**src/rtl/hms_clock_display_pkg.sv**
```systemverilog
// Shared constants, types and helpers for the HH:MM:SS clock and its
// multiplexed active-low 7-segment display.
package timer_pkg;

  // Segment patterns {dp,g,f,e,d,c,b,a}, active-low, dp off.
  localparam logic [7:0] SEG_0     = 8'hC0;
  localparam logic [7:0] SEG_1     = 8'hF9;
  localparam logic [7:0] SEG_2     = 8'hA4;
  localparam logic [7:0] SEG_3     = 8'hB0;
  localparam logic [7:0] SEG_4     = 8'h99;
  localparam logic [7:0] SEG_5     = 8'h92;
  localparam logic [7:0] SEG_6     = 8'h82;
  localparam logic [7:0] SEG_7     = 8'hF8;
  localparam logic [7:0] SEG_8     = 8'h80;
  localparam logic [7:0] SEG_9     = 8'h90;
  localparam logic [7:0] SEG_BLANK = 8'hFF;

  // One-hot-low digit selects; entry 0 drives the rightmost digit.
  localparam logic [5:0] DIGIT_SEL [0:5] = '{
    6'b111110, 6'b111101, 6'b111011, 6'b110111, 6'b101111, 6'b011111
  };

  localparam logic [5:0] MAX_SEC  = 6'd59;
  localparam logic [5:0] MAX_MIN  = 6'd59;
  localparam logic [4:0] MAX_HOUR = 5'd23;

  // Scan position, right to left: SS, MM, HH.
  typedef enum logic [2:0] {
    D_SEC_U = 3'd0,
    D_SEC_T = 3'd1,
    D_MIN_U = 3'd2,
    D_MIN_T = 3'd3,
    D_HR_U  = 3'd4,
    D_HR_T  = 3'd5
  } digit_idx_e;

  typedef struct packed {
    logic [3:0] tens;
    logic [3:0] units;
  } bcd_t;

  // Tens/units split of a 0..59 value by a compare chain (quotient <= 5).
  function automatic bcd_t div10(input logic [5:0] value);
    bcd_t       res;
    logic [5:0] rem;
    if (value >= 6'd50) begin
      res.tens = 4'd5; rem = value - 6'd50;
    end else if (value >= 6'd40) begin
      res.tens = 4'd4; rem = value - 6'd40;
    end else if (value >= 6'd30) begin
      res.tens = 4'd3; rem = value - 6'd30;
    end else if (value >= 6'd20) begin
      res.tens = 4'd2; rem = value - 6'd20;
    end else if (value >= 6'd10) begin
      res.tens = 4'd1; rem = value - 6'd10;
    end else begin
      res.tens = 4'd0; rem = value;
    end
    res.units = 4'(rem);
    return res;
  endfunction

endpackage

```
**src/rtl/hms_clock_display_if.sv**
```systemverilog
// Control inputs and time/display outputs of the clock, bundled.
interface hms_clock_display_if;
  logic       run;
  logic       inc_m;
  logic       inc_h;
  logic       clr_s;
  logic [7:0] number;
  logic [5:0] digit_block;
  logic       sec_tick;
  logic [4:0] hours;
  logic [5:0] minutes;
  logic [5:0] seconds;

  // Controller side: drives controls, observes time and display.
  modport master (
    output run, inc_m, inc_h, clr_s,
    input  number, digit_block, sec_tick, hours, minutes, seconds
  );

  // Clock side.
  modport slave (
    input  run, inc_m, inc_h, clr_s,
    output number, digit_block, sec_tick, hours, minutes, seconds
  );
endinterface

```
**src/rtl/hms_clock_display_seg7_encode.sv**
```systemverilog
// BCD digit to active-low segments {g,f,e,d,c,b,a}; blank or digits
// above 9 turn every segment off.
module seg7_encode
  import timer_pkg::*;
(
  input  logic [3:0] digit,
  input  logic       blank,
  output logic [6:0] seg
);

  // Pattern lookup for the selected digit.
  always_comb begin
    // NOTE: default assigned first so every path drives seg; no latch.
    seg = SEG_BLANK[6:0];
    if (!blank) begin
      case (digit)
        4'd0:    seg = SEG_0[6:0];
        4'd1:    seg = SEG_1[6:0];
        4'd2:    seg = SEG_2[6:0];
        4'd3:    seg = SEG_3[6:0];
        4'd4:    seg = SEG_4[6:0];
        4'd5:    seg = SEG_5[6:0];
        4'd6:    seg = SEG_6[6:0];
        4'd7:    seg = SEG_7[6:0];
        4'd8:    seg = SEG_8[6:0];
        4'd9:    seg = SEG_9[6:0];
        default: seg = SEG_BLANK[6:0];
      endcase
    end
  end

endmodule

```
**src/rtl/hms_clock_display.sv**
```systemverilog
// Time-of-day counter (HH:MM:SS) with run/hold, manual set, 12/24-hour
// display and a multiplexed 6-digit active-low 7-segment driver.
module hms_clock_display
  import timer_pkg::*;
#(
  parameter int unsigned TICK_DIV     = 50_000_000,
  parameter int unsigned SCAN_DIV     = 50_000,
  parameter bit          HOUR_MODE_12 = 1'b0
) (
  input logic                clk,
  input logic                rst,
  hms_clock_display_if.slave bus
);

  localparam int PRE_W  = $clog2(TICK_DIV);
  localparam int SCAN_W = $clog2(SCAN_DIV);
  localparam logic [PRE_W-1:0]  PRE_MAX  = PRE_W'(TICK_DIV - 1);
  localparam logic [PRE_W-1:0]  PRE_HALF = PRE_W'(TICK_DIV / 2);
  localparam logic [SCAN_W-1:0] SCAN_MAX = SCAN_W'(SCAN_DIV - 1);

  logic [PRE_W-1:0]  pre;
  logic [SCAN_W-1:0] scan_cnt;
  digit_idx_e        idx;
  digit_idx_e        idx_next;
  logic              scan_wrap;

  logic [4:0] hours;
  logic [5:0] minutes;
  logic [5:0] seconds;
  logic       sec_tick;

  logic       tick;
  logic       sec_wrap;
  logic       min_carry;
  logic       hour_carry;

  logic [5:0] hour_shown;
  bcd_t       sec_bcd;
  bcd_t       min_bcd;
  bcd_t       hr_bcd;
  logic [3:0] digit_val;
  logic       blank;
  logic       dp_on;
  logic       pm;
  logic       sep_on;
  logic [6:0] seg_bits;
  logic [7:0] number;
  logic [7:0] number_next;
  logic [5:0] digit_block;
  logic [5:0] digit_next;

  // A tick is the prescaler wrap; clr_s suppresses it. inc_m/inc_h absorb
  // any coincident carry, since both effects are the same +1.
  assign tick       = bus.run && !bus.clr_s && (pre == PRE_MAX);
  assign sec_wrap   = tick && (seconds == MAX_SEC);
  assign min_carry  = sec_wrap && !bus.inc_m;
  assign hour_carry = min_carry && (minutes == MAX_MIN);

  // Prescaler, time counters and the one-second strobe.
  always_ff @(posedge clk or negedge rst) begin
    if (!rst) begin
      pre      <= '0;
      seconds  <= '0;
      minutes  <= '0;
      hours    <= '0;
      sec_tick <= 1'b0;
    end else begin
      // NOTE: non-blocking so every register updates from pre-edge values.
      sec_tick <= tick;
      if (bus.clr_s)   pre <= '0;
      else if (bus.run) pre <= (pre == PRE_MAX) ? '0 : pre + PRE_W'(1);

      if (bus.clr_s)   seconds <= '0;
      else if (tick)   seconds <= (seconds == MAX_SEC) ? '0 : seconds + 6'd1;

      if (bus.inc_m || min_carry)
        minutes <= (minutes == MAX_MIN) ? '0 : minutes + 6'd1;

      if (bus.inc_h || hour_carry)
        hours <= (hours == MAX_HOUR) ? '0 : hours + 5'd1;
    end
  end

  // Scan FSM state register: per-digit dwell counter and digit index.
  always_ff @(posedge clk or negedge rst) begin
    if (!rst) begin
      scan_cnt <= '0;
      idx      <= D_SEC_U;
    end else begin
      scan_cnt <= scan_wrap ? '0 : scan_cnt + SCAN_W'(1);
      idx      <= idx_next;
    end
  end

  // Scan FSM next state: step to the next digit at the end of each dwell.
  always_comb begin
    scan_wrap = (scan_cnt == SCAN_MAX);
    idx_next  = idx;
    if (scan_wrap)
      idx_next = (idx == D_HR_T) ? D_SEC_U : digit_idx_e'(idx + 3'd1);
  end

  // Scan FSM outputs: digit value, blanking and dp for the next digit.
  always_comb begin
    hour_shown = {1'b0, hours};
    if (HOUR_MODE_12) begin
      if (hours == 5'd0)       hour_shown = 6'd12;
      else if (hours > 5'd12)  hour_shown = {1'b0, hours} - 6'd12;
    end
    sec_bcd   = div10(seconds);
    min_bcd   = div10(minutes);
    hr_bcd    = div10(hour_shown);
    pm        = HOUR_MODE_12 && (hours >= 5'd12);
    sep_on    = !bus.run || (pre < PRE_HALF);
    digit_val = 4'd0;
    blank     = 1'b0;
    dp_on     = 1'b0;
    case (idx_next)
      D_SEC_U: begin digit_val = sec_bcd.units; dp_on = pm;     end
      D_SEC_T: digit_val = sec_bcd.tens;
      D_MIN_U: begin digit_val = min_bcd.units; dp_on = sep_on; end
      D_MIN_T: digit_val = min_bcd.tens;
      D_HR_U:  begin digit_val = hr_bcd.units;  dp_on = sep_on; end
      D_HR_T:  begin
        digit_val = hr_bcd.tens;
        blank     = HOUR_MODE_12 && (hr_bcd.tens == 4'd0);
      end
      default: digit_val = 4'd0;
    endcase
  end

  seg7_encode u_seg7 (
    .digit (digit_val),
    .blank (blank),
    .seg   (seg_bits)
  );

  assign number_next = {~dp_on, seg_bits};
  assign digit_next  = DIGIT_SEL[idx_next];

  // Segment data and digit select load together on the scan edge.
  always_ff @(posedge clk or negedge rst) begin
    if (!rst) begin
      number      <= SEG_0;
      digit_block <= DIGIT_SEL[0];
    end else if (scan_wrap) begin
      number      <= number_next;
      digit_block <= digit_next;
    end
  end

  assign bus.number      = number;
  assign bus.digit_block = digit_block;
  assign bus.sec_tick    = sec_tick;
  assign bus.hours       = hours;
  assign bus.minutes     = minutes;
  assign bus.seconds     = seconds;

endmodule

```
**src/flat_wrapper.sv**
```systemverilog
// flat-port wrapper written by rule: the top's interface ports become plain ports
module hms_clock_display_flat import timer_pkg::*;
#(
  parameter int unsigned TICK_DIV     = 50_000_000,
  parameter int unsigned SCAN_DIV     = 50_000,
  parameter bit          HOUR_MODE_12 = 1'b0
)
  (clk, rst, bus_run, bus_inc_m, bus_inc_h, bus_clr_s, bus_number, bus_digit_block, bus_sec_tick, bus_hours, bus_minutes, bus_seconds);
  hms_clock_display_if bus_i ();
  input logic clk;
  input logic rst;
  input wire logic [$bits(bus_i.run)-1:0] bus_run;
  input wire logic [$bits(bus_i.inc_m)-1:0] bus_inc_m;
  input wire logic [$bits(bus_i.inc_h)-1:0] bus_inc_h;
  input wire logic [$bits(bus_i.clr_s)-1:0] bus_clr_s;
  output wire logic [$bits(bus_i.number)-1:0] bus_number;
  output wire logic [$bits(bus_i.digit_block)-1:0] bus_digit_block;
  output wire logic [$bits(bus_i.sec_tick)-1:0] bus_sec_tick;
  output wire logic [$bits(bus_i.hours)-1:0] bus_hours;
  output wire logic [$bits(bus_i.minutes)-1:0] bus_minutes;
  output wire logic [$bits(bus_i.seconds)-1:0] bus_seconds;
  assign bus_i.run = bus_run;
  assign bus_i.inc_m = bus_inc_m;
  assign bus_i.inc_h = bus_inc_h;
  assign bus_i.clr_s = bus_clr_s;
  assign bus_number = bus_i.number;
  assign bus_digit_block = bus_i.digit_block;
  assign bus_sec_tick = bus_i.sec_tick;
  assign bus_hours = bus_i.hours;
  assign bus_minutes = bus_i.minutes;
  assign bus_seconds = bus_i.seconds;
  hms_clock_display #(.TICK_DIV(TICK_DIV), .SCAN_DIV(SCAN_DIV), .HOUR_MODE_12(HOUR_MODE_12)) u_core (.clk(clk), .rst(rst), .bus(bus_i));
endmodule
```
**config.mk**
```make
export PLATFORM = sky130hd
export DESIGN_NAME = hms_clock_display_flat
export DESIGN_NICKNAME = d
export VERILOG_FILES = /design/src/rtl/hms_clock_display_pkg.sv /design/src/rtl/hms_clock_display_if.sv /design/src/rtl/hms_clock_display_seg7_encode.sv /design/src/rtl/hms_clock_display.sv /design/src/flat_wrapper.sv
export SDC_FILE = /design/constraint.sdc
export NUM_CORES = 1
export LEC_CHECK = 0
export ABC_AREA = 0
export CAP_MARGIN = 20
export CORE_MARGIN = 2
export CORE_UTILIZATION = 64
export DETAILED_ROUTE_END_ITERATION = 7
export PLACE_DENSITY = 0.89
export SLEW_MARGIN = 20
export SYNTH_ARGS = -nofsm -noshare
export SYNTH_HDL_FRONTEND = slang
export SYNTH_SLANG_ARGS = --single-unit
```
**constraint.sdc**
```tcl
create_clock -name clk -period 6.3 [get_ports clk]
set_input_delay 0.945 -clock clk [delete_from_list [all_inputs] [get_ports clk]]
set_output_delay 0.945 -clock clk [all_outputs]
set_load 0.03 [all_outputs]
```
== Yosys cells after proc, flatten, opt, wreduce, memory -nomap -nowiden ==
Memories as Yosys holds them, arrays and structs flattened. A register that Yosys moved wholly into a read port is not among the register bits.
Cells that the tools add are included.

* $add $sub $neg: 21
* $lt $le $gt $ge: 16
* Equal/unequal tests: 11
* Mux-type cells: 43
* Bitwise operators: 2
* Reductions and logical operators: 17

{| class="wikitable"
|+ Operators by type and width
! operator !! number
|-
| $mux W4 || 27
|-
| $mux W26 || 3
|-
| $sub A4 B4 Y4 const B || 9
|-
| $add A26 B1 Y26 const B || 1
|-
| $eq A26 B26 Y1 const B || 1
|-
| $lt A26 B25 Y1 const B || 1
|-
| $ge A6 B5 Y1 const B || 4
|-
| $ge A6 B6 Y1 const B || 4
|-
| $mux W6 || 4
|-
| $pmux W4 S6 || 1
|-
| $add A16 B1 Y16 const B || 1
|-
| $eq A16 B16 Y1 const B || 1
|-
| $mux W16 || 1
|-
| $add A6 B1 Y6 const B || 2
|-
| $eq A6 B6 Y1 const B || 2
|-
| $ge A5 B6 Y1 const B || 2
|-
| $ge A6 B4 Y1 const B || 2
|-
| $sub A4 B2 Y4 const B || 3
|-
| $sub A4 B3 Y4 const B || 3
|-
| $ge A5 B5 Y1 const B || 2
|-
| $eq A3 B3 Y1 const B || 3
|-
| $eq A3 B2 Y1 const B || 2
|-
| $mux W3 || 2
|-
| $add A5 B1 Y5 const B || 1
|-
| other kinds (14) || 28
|}

* Register bits after elaboration: 71
* Bits in read-only memories: 160
* Input bits: 6
* Word-level logic and storage cells: 120
* Memories: 2

{| class="wikitable"
|+ Memory list
! memory !! depth !! bits a word !! rd ports !! clocked after Yosys merged registers in !! wr ports !! line !! RTL
|-
| (name not given) || 16 || 7 || 1 || 1 || 0 || hms_clock_display_seg7_encode.sv:16 || <nowiki>case (digit)</nowiki>
|-
| (name not given) || 8 || 6 || 1 || 1 || 0 || hms_clock_display.sv:139 || <nowiki>assign digit_next = DIGIT_SEL[idx_next];</nowiki>
|}

== Depth between registers and ports, before layout ==
Gate-level depths: netlist (run 1).

* Depth in word-level cells: 7
* Gate-level depth with buffers: 15
* Mapped depth without buffers: 13

== By module ==
A second synthesis (run 1) with hierarchy kept.

* Cells, all modules: 649
* Area, all modules: 5416.4 um^2

{| class="wikitable"
|+ By module, submodules not included
! module !! instances !! cells each !! area each (um^2) !! sequential area each (um^2)
|-
| hms_clock_display || 1 || 616 || 5180.0 || 1935.6
|-
| seg7_encode || 1 || 33 || 236.5 || 0.0
|}

== Worst setup path before layout (run 1) ==
OpenSTA, ideal clock, no wires.

* Path type: reg2reg
* Start point: register u_core.minutes[1], in the netlist u_core.bus.minutes[1]
* End point: register u_core.number[1], in the netlist u_core.bus.number[1]
* Setup time: 0.121 ns
* Arrival time: 2.996 ns
* Path slack: 3.182 ns
* Cell stages (with the launch flop): 13
* Cells stage by stage: dfrtp_1 > inv_1 > ha_1 > nor4bb_1 > or3_1 > o21ai_1 > nand2_1 > xnor2_1 > a221oi_4 > inv_1 > ha_1 > a21oi_1 > a22o_1

* Longest elaborated chain between the ends: 7
* Elaborated cells on any way between the ends: 21
* Those cells by class: 5 x add/sub; 5 x order compare; 11 x mux

{| class="wikitable"
|+ RTL lines
! item !! line !! RTL
|-
| start, declared || hms_clock_display.sv:28 || <nowiki>logic [5:0] minutes;</nowiki>
|-
| start signal, assigned || hms_clock_display.sv:77 || <nowiki>minutes <= (minutes == MAX_MIN) ? '0 : minutes + 6'd1;</nowiki>
|-
| $ge A6 B4 Y1 / $sub A4 B4 Y4 (equally long branches) || hms_clock_display_pkg.sv:54, hms_clock_display_pkg.sv:55 ||
|-
| $mux W1 / $mux W4 (equally long branches) || hms_clock_display_pkg.sv:54 || <nowiki>end else if (value >= 6'd10) begin</nowiki>
|-
| $mux W4 || hms_clock_display_pkg.sv:52 || <nowiki>end else if (value >= 6'd20) begin</nowiki>
|-
| $mux W4 || hms_clock_display_pkg.sv:50 || <nowiki>end else if (value >= 6'd30) begin</nowiki>
|-
| $mux W4 || hms_clock_display_pkg.sv:48 || <nowiki>end else if (value >= 6'd40) begin</nowiki>
|-
| $mux W4 || hms_clock_display_pkg.sv:46 || <nowiki>if (value >= 6'd50) begin</nowiki>
|-
| $pmux W4 S6 * || hms_clock_display.sv:118 || <nowiki>case (idx_next)</nowiki>
|-
| end, declared || hms_clock_display.sv:47 || <nowiki>logic [7:0] number;</nowiki>
|}

Every way passes the cells marked *; elsewhere a longest branch is shown, timed or not.
A chain may end at the register's enable or synchronous reset.

== Worst setup path in the final report (run 1) ==
* Start point: register u_core.seconds[2], in the netlist u_core.bus.seconds[2]
* End point: register u_core.number[3], in the netlist u_core.bus.number[3]

* Longest elaborated chain between the ends: 7
* Elaborated cells on any way between the ends: 21
* Those cells by class: 5 x add/sub; 5 x order compare; 11 x mux

{| class="wikitable"
|+ RTL lines
! item !! line !! RTL
|-
| start, declared || hms_clock_display.sv:29 || <nowiki>logic [5:0] seconds;</nowiki>
|-
| start signal, assigned || hms_clock_display.sv:74 || <nowiki>else if (tick) seconds <= (seconds == MAX_SEC) ? '0 : seconds + 6'd1;</nowiki>
|-
| $ge A6 B4 Y1 / $sub A4 B4 Y4 (equally long branches) || hms_clock_display_pkg.sv:54, hms_clock_display_pkg.sv:55 ||
|-
| $mux W1 / $mux W4 (equally long branches) || hms_clock_display_pkg.sv:54 ||
|-
| $mux W4 || hms_clock_display_pkg.sv:52 ||
|-
| $mux W4 || hms_clock_display_pkg.sv:50 ||
|-
| $mux W4 || hms_clock_display_pkg.sv:48 ||
|-
| $mux W4 || hms_clock_display_pkg.sv:46 ||
|-
| $pmux W4 S6 * || hms_clock_display.sv:118 ||
|}

Marks and branches as above.

==> results of run 1 <==
## cells in the final DEF, fill, tap and decap left out, drive strengths merged, types with 8 or more instances in the layout
| master | Yosys | layout |
|---|---|---|
| a211oi | 8 | 8 |
| a21oi | 28 | 28 |
| a31oi | 20 | 20 |
| and2 | 8 | 8 |
| and3 | 14 | 14 |
| clkbuf | 19 | 12 |
| clkdlybuf4s50 | 0 | 36 |
| dfrtp | 70 | 70 |
| ha | 36 | 36 |
| inv | 26 | 27 |
| mux2i | 8 | 8 |
| nand2 | 62 | 62 |
| nand3 | 28 | 28 |
| nor2 | 57 | 57 |
| nor3 | 13 | 13 |
| o21ai | 61 | 61 |
| o31ai | 9 | 9 |
| xnor2 | 12 | 12 |
| xor2 | 11 | 11 |
## final cells by class
class	instances	area (um2)
multi-input cells	480	3190
fillers	606	2220
flip-flops and latches	77	1940
repair buffers	38	395
clock buffers	12	155
well taps	105	131
inverters	26	97.6
clock inverters	4	55.1
## flip-flops by register name, indices dropped and copies added (netlist names)
name	cells
u_core.pre	26
u_core.bus.number	8
u_core.idx	3
u_core.bus.minutes	6
u_core.bus.sec_tick	1
u_core.bus.digit_block	6
u_core.scan_cnt	16
u_core.bus.hours	5
u_core.bus.seconds	6
## logic make-up (layout without fill, tap and decap cells)
group           after synthesis  after routing  synth area share [%]
simple gates                232            232                  22.6
compound gates              178            178                  21.9
flops                        77             77                  36.0
buf+inv                      57             80                  4.77
fa+ha+maj                    36             36                  8.38
xor+xnor                     23             23                  3.75
mux                          11             11                  2.58
## worst max-delay path: stages (launching register included)
cell and delay [ps]:
dfrtp_1 460, inv_1 260, ha_1 190, or3b_1 340, a31oi_1 460, a21oi_1 130
xnor2_1 190, a221oi_4 500, inv_1 140, ha_1 330, mux2i_1 80, a211oi_1 240
## routing by layer
layer	GRT usage [%]	routed length [um]	up-vias	part of all wire, %
met1	39.7	5780	2310	46
li1	-	-	2260	-
met5	0	0	-	0
met2	45.9	5970	136	48
met4	5.48	133	0	1.1
met3	5.06	562	11	4.5
## power by group
part | internal [mW] | switching [mW] | leakage, nW
clock network | 0.207 | 0.193 | 0.103
logic | 0.219 | 0.311 | 1.37
registers | 0.523 | 0.0958 | 1.01
total | 0.949 | 0.599 | 2.49
## stage by stage
step | setup WS [ps] | total power, mW
6_report | 2890 | 1.55
3_3_place_gp | 3020 | 1.13
3_5_place_dp | 2930 | 1.15
5_1_grt | 2580 | 1.64
4_1_cts | 2930 | 1.54
2_1_floorplan | 3180 | 0.991
## path summary, 6_finish.rpt
path / endpoint / start / slack (ps)
worst max-delay path: u_core.bus.number[3] / u_core.bus.seconds[2] / 2890
worst min-delay path: u_core.scan_cnt[12] / rst / 460
worst max register to register: u_core.bus.number[3] / u_core.bus.seconds[2] / 2890
worst min register to register: u_core.scan_cnt[0] / u_core.scan_cnt[0] / 460
max in group asynchronous: u_core.bus.number[7] / rst / 5230
min in group clk: u_core.scan_cnt[0] / u_core.scan_cnt[0] / 460
==> results.txt, run 1 <==
Fmax: 293 MHz
Global Route Usage Sum: 28.2%
Vias in the first global route: 4362
Arr. time, crit path: 3670 ps
Final WL: 12400 um
Hold slack: 457 ps
Via count: 4717
Final Hold Vio Count: 0
Ports: 38
Initial core utilization: 65.8%
Cell Area, Placed: 5720 um2
Layout cells sized above 1: 7.85%
Ys flop type: dfrtp_1
Die X: 95.7 um
Synthesized area: 5380 um2
Die height: 95.7 um
Initial DRC count: 286
Top cell type's share of synthesized area: 32.6%
Vias/cell: 6.36
Worst Tran Pin Value: 1110 ps
Routed len/inst: 16.8 um
Tcrit/Tclk final: 54.1%
CP endpoint kind: register
Slew headroom: 25.8%
Final Core Density: 72.9%
Seq/Total Area, Yosys: 36.0%
Synth-to-Final Area Change: 10.8%
Initial antenna violation count: 0
Global route overflow: 0
Unrepaired setup endpoints after global routing: no
Async set or reset register ratio after synthesis: 100%
Drt first pass iters: 4
Post-Syn Instances: 614
Clock transition at the registers of the reported paths: 80 ps
Syn nets: 656
Setup Fix Bufs, Post-CTS: 0
Nets: 674
IO Port Bufs: 37
CP Max Fanout: 8
CORE AREA: 8180 um2
Max Buffers Root-to-Sink: 2
Top cells by count, synth: dfrtp_1 (70), nand2_1 (61), nor2_1 (56), o21ai_0 (56), ha_1 (36)
Status: complete, no violations
Ant diodes: 0
Depth of the CTS H-tree: 3
Final HPWL DP: 8750 um
Req. time, crit path: 6560 ps
Largest net degree at the start of global routing: 78
Routability cong.: 0.883
Full die area: 9150 um2
First-pass GRT wire length: 20600 um
Clk_lat worst skew: 360 ps
Min cycle time layout: 3410 ps
Row Count: 33
# setup viols final: 0
Pwr/cell area: 260 nW/um2
Clk root buf: clkbuf_8
R2R depth: 11
Min-Delay Path Class: input port to asynchronous set/reset pin
CTS tree: built
YS warnings: 0
Maximum vdd drop: 0.195 mV
CTS resizes: 0
Post-synth EDFFs: 0
Fin. max-slew vios: 0
Final instance area: 5960 um2
Final ANT Viol Nets: 0
Classification of the worst setup path: register to register
CP startpoint kind: register
Synthesized area per cell: 8.76 um2
Setup TNS Final: 0 ps
Synth unique cells: 83
Main area contributors after synthesis: dfrtp_1 (33%), ha_1 (8.4%), o21ai_0 (5.2%)
Number of max-cap violations: 0
CTS Sinks: 77
Finished Layout Cells: 742
Yosys top cell by area: dfrtp_1
Seq cells post-synth: 77
Remaining DRCs: 0
Placed insts: 725
Clock skew: 12.5 ps
Clock buffer count from CTS: 9
Most frequent cell after synthesis: dfrtp_1
Pleak: 2.49 nW
Hold buffers post-CTS: 0
Note: power is estimated with default switching activity, not from simulation.
==> run 2: changes to the inputs <==
Settings changed: CORE_UTILIZATION 64 to 54, PLACE_DENSITY 0.89 to 0.8.
Clock period 6.3 ns to 2.9 ns, I/O delays scaled along.
==> run 2 against run 1 <==
Against the previous run: via count increased by 5.7%; routed wire length rose by 11%; sequential cell count unchanged.
==> results.txt, run 2 (same netlist as run 1, synthesis figures left out) <==
Arr. time, crit path: 3080 ps (-590 ps)
Worst Tran Pin Value: 957 ps (-156 ps)
Register Area: 1950 um2 (+0.52%)
R2R setup slack: 40 ps (-2850 ps)
Slew headroom: 36.2% (+10 points)
Routability cong.: 0.916 (+3.8%)
Max reg flops: 26 (unchanged)
Final ANT Viol Nets: 0 (unchanged)
Global route overflow: 0 (unchanged)
Vias in the first global route: 4620 (+5.9%)
Most used cell, CP: a211oi_1
FF-to-FF Start: u_core.bus.seconds[1]
Initial DRC count: 284 (-0.70%)
Initial antenna violation count: 0 (unchanged)
Clock buffer count from CTS: 9 (unchanged)
# setup viols final: 0 (unchanged)
Final Core Density: 67.4% (-5.5 points)
Drt first pass iters: 5 (+1)
Final WL: 13800 um (+11%)
Total power: 3.58 mW (+130%)
Clock skew: 5.60 ps (-6.87 ps)
Final instance area: 6560 um2 (+10%)
Die X: 104 um (+8.5%)
CP Max Fanout: 7 (-1)
Tcrit/Tclk final: 98.5% (+44 points)
Depth of the CTS H-tree: 3 (unchanged)
Min-Delay Path Class: input port to asynchronous set/reset pin
First-pass GRT wire length: 22200 um (+7.8%)
Status: complete, no violations
Pwr/cell area: 546 nW/um2 (+110%)
RR Endpoint: u_core.bus.number[3]
IO Port Bufs: 37 (unchanged)
Unrepaired setup endpoints after global routing: yes
Ports: 38 (unchanged)
Classification of the worst setup path: register to register
Initial core utilization: 55.3% (-11 points)
Top reg by flops: u_core.pre
Fmax: 350 MHz (+19%)
Min cycle time layout: 2860 ps (-551 ps)
Routed len/inst: 16.8 um (about the same)
Leading cell type in the layout, fill and taps excluded: dfrtp_1
Hold buffers post-CTS: 0 (unchanged)
Largest net degree at the start of global routing: 78 (unchanged)
Pleak: 2.76 nW (+11%)
Via count: 4986 (+5.7%)
Final HPWL DP: 9310 um (+6.4%)
Req. time, crit path: 3120 ps (-3440 ps)
Clock transition at the registers of the reported paths: 80 ps (about the same)
Post-route setup slack: 42.6 ps (-2850 ps)
Max Buffers Root-to-Sink: 2 (unchanged)
Layout cells sized above 1: 21.0% (+13 points)
Nets: 728 (+8.0%)
R2R depth: 10 (-1)
Synth-to-Final Area Change: 22.0%
CP endpoint kind: register
Maximum vdd drop: 0.390 mV (+100%)
Number of max-cap violations: 0 (unchanged)
Top flop regs: u_core.pre (26), u_core.scan_cnt (16), u_core.bus.number (8)
Ant diodes: 0 (unchanged)
Row Count: 36 (+9.1%)
CP startpoint kind: register
Worst path slowest cell: dfrtp_2
Clk_lat worst skew: 350 ps (about the same)
Place WS: -192 ps (-3120 ps)
Fin. max-slew vios: 0 (unchanged)
Die height: 104 um (+8.5%)
Cell Area, Placed: 6020 um2 (+5.3%)
Most frequent cells in the layout: dfrtp_1 (62), nand2_1 (60), buf_4 (56)
CTS tree: built
Multi-input logic area: 3400 um2 (+6.7%)
CORE AREA: 9730 um2 (+19%)
Global Route Usage Sum: 24.6% (-3.6 points)
CTS Sinks: 77 (unchanged)
FILL cells: 768 (+27%)
Crit-path cells: inv_1, ha_1, a211oi_1, nor3b_1, a311o_1, a32oi_4, o32ai_2, or2_4, nor4b_4, a211oi_1
Remaining DRCs: 0 (unchanged)
Setup TNS Final: 0 ps (unchanged)
Vias/cell: 6.05 (-4.8%)
Full die area: 10800 um2 (+18%)
Final Hold Vio Count: 0 (unchanged)
Clk root buf: clkbuf_8
CP max stage delay: 450 ps (-50 ps)
## run 2: cell types whose count changed in the layout (fill, tap and decap cells not counted), moves of 4 or more
cell     delta
dfrtp_1     -8
buf_4      +55
inv_1       -5
dfrtp_2     +8
inv_2       +4
ha_1        -4
## run 2: stage by stage
step | hold WS (ps) | std cells
after floorplan | 139 | 614
after global placement | 440 | 787
after detailed placement | 451 | 787
after CTS | 260 | 807
after global routing | 299 | 824
final | 236 | 824
## run 2: critical path, delay by kind of cell, from the launching register on
| family | cells | cell delay (ps) |
|---|---|---|
| compound gates | 5 | 1130 |
| simple gates | 3 | 820 |
| flops | 1 | 450 |
| fa+ha+maj | 1 | 210 |
| buf+inv | 1 | 110 |
## run 2: cell type report
class | instances | area share, %
multi-input combinational | 480 | 51.9
sequential | 77 | 29.7
timing repair buffer | 92 | 11.9
tap | 133 | 2.54
clock buffer | 11 | 2.00
inverter | 26 | 1.53
clock inverter | 5 | 0.458
## run 2: where the power goes
group / switching [mW] / internal (mW)
clock: 0.411 / 0.307
sequential: 0.145 / 1.15
combinational: 0.895 / 0.677
total: 1.45 / 2.13
## run 2: layer usage
layer | global-route usage, % | wire, um
met1 | 32.7 | 6060
met2 | 41.5 | 6890
met3 | 4.41 | 708
met4 | 6.95 | 153
met5 | 0 | 0
## run 2: timing repair
item,CTS,global route
cloned,0,0
pin swaps,3,13
endpoints found under the setup margin,4,11
buffers inserted,4,17
gates resized for setup,10,34
## run 2: worst max-delay path by stage
stage / from / endpoint / slack, ps / cells past startpoint
floorplan: u_core.bus.seconds[0] / u_core.bus.number[1] / 6 / 12
global placement: u_core.bus.seconds[2] / u_core.bus.number[5] / 40 / 10
detailed placement: u_core.bus.hours[1] / u_core.bus.number[5] / -190 / 13
CTS: u_core.bus.seconds[2] / u_core.bus.number[5] / 50 / 10
global route: u_core.bus.seconds[1] / u_core.bus.number[1] / -180 / 12
finish: u_core.bus.seconds[1] / u_core.bus.number[3] / 40 / 10
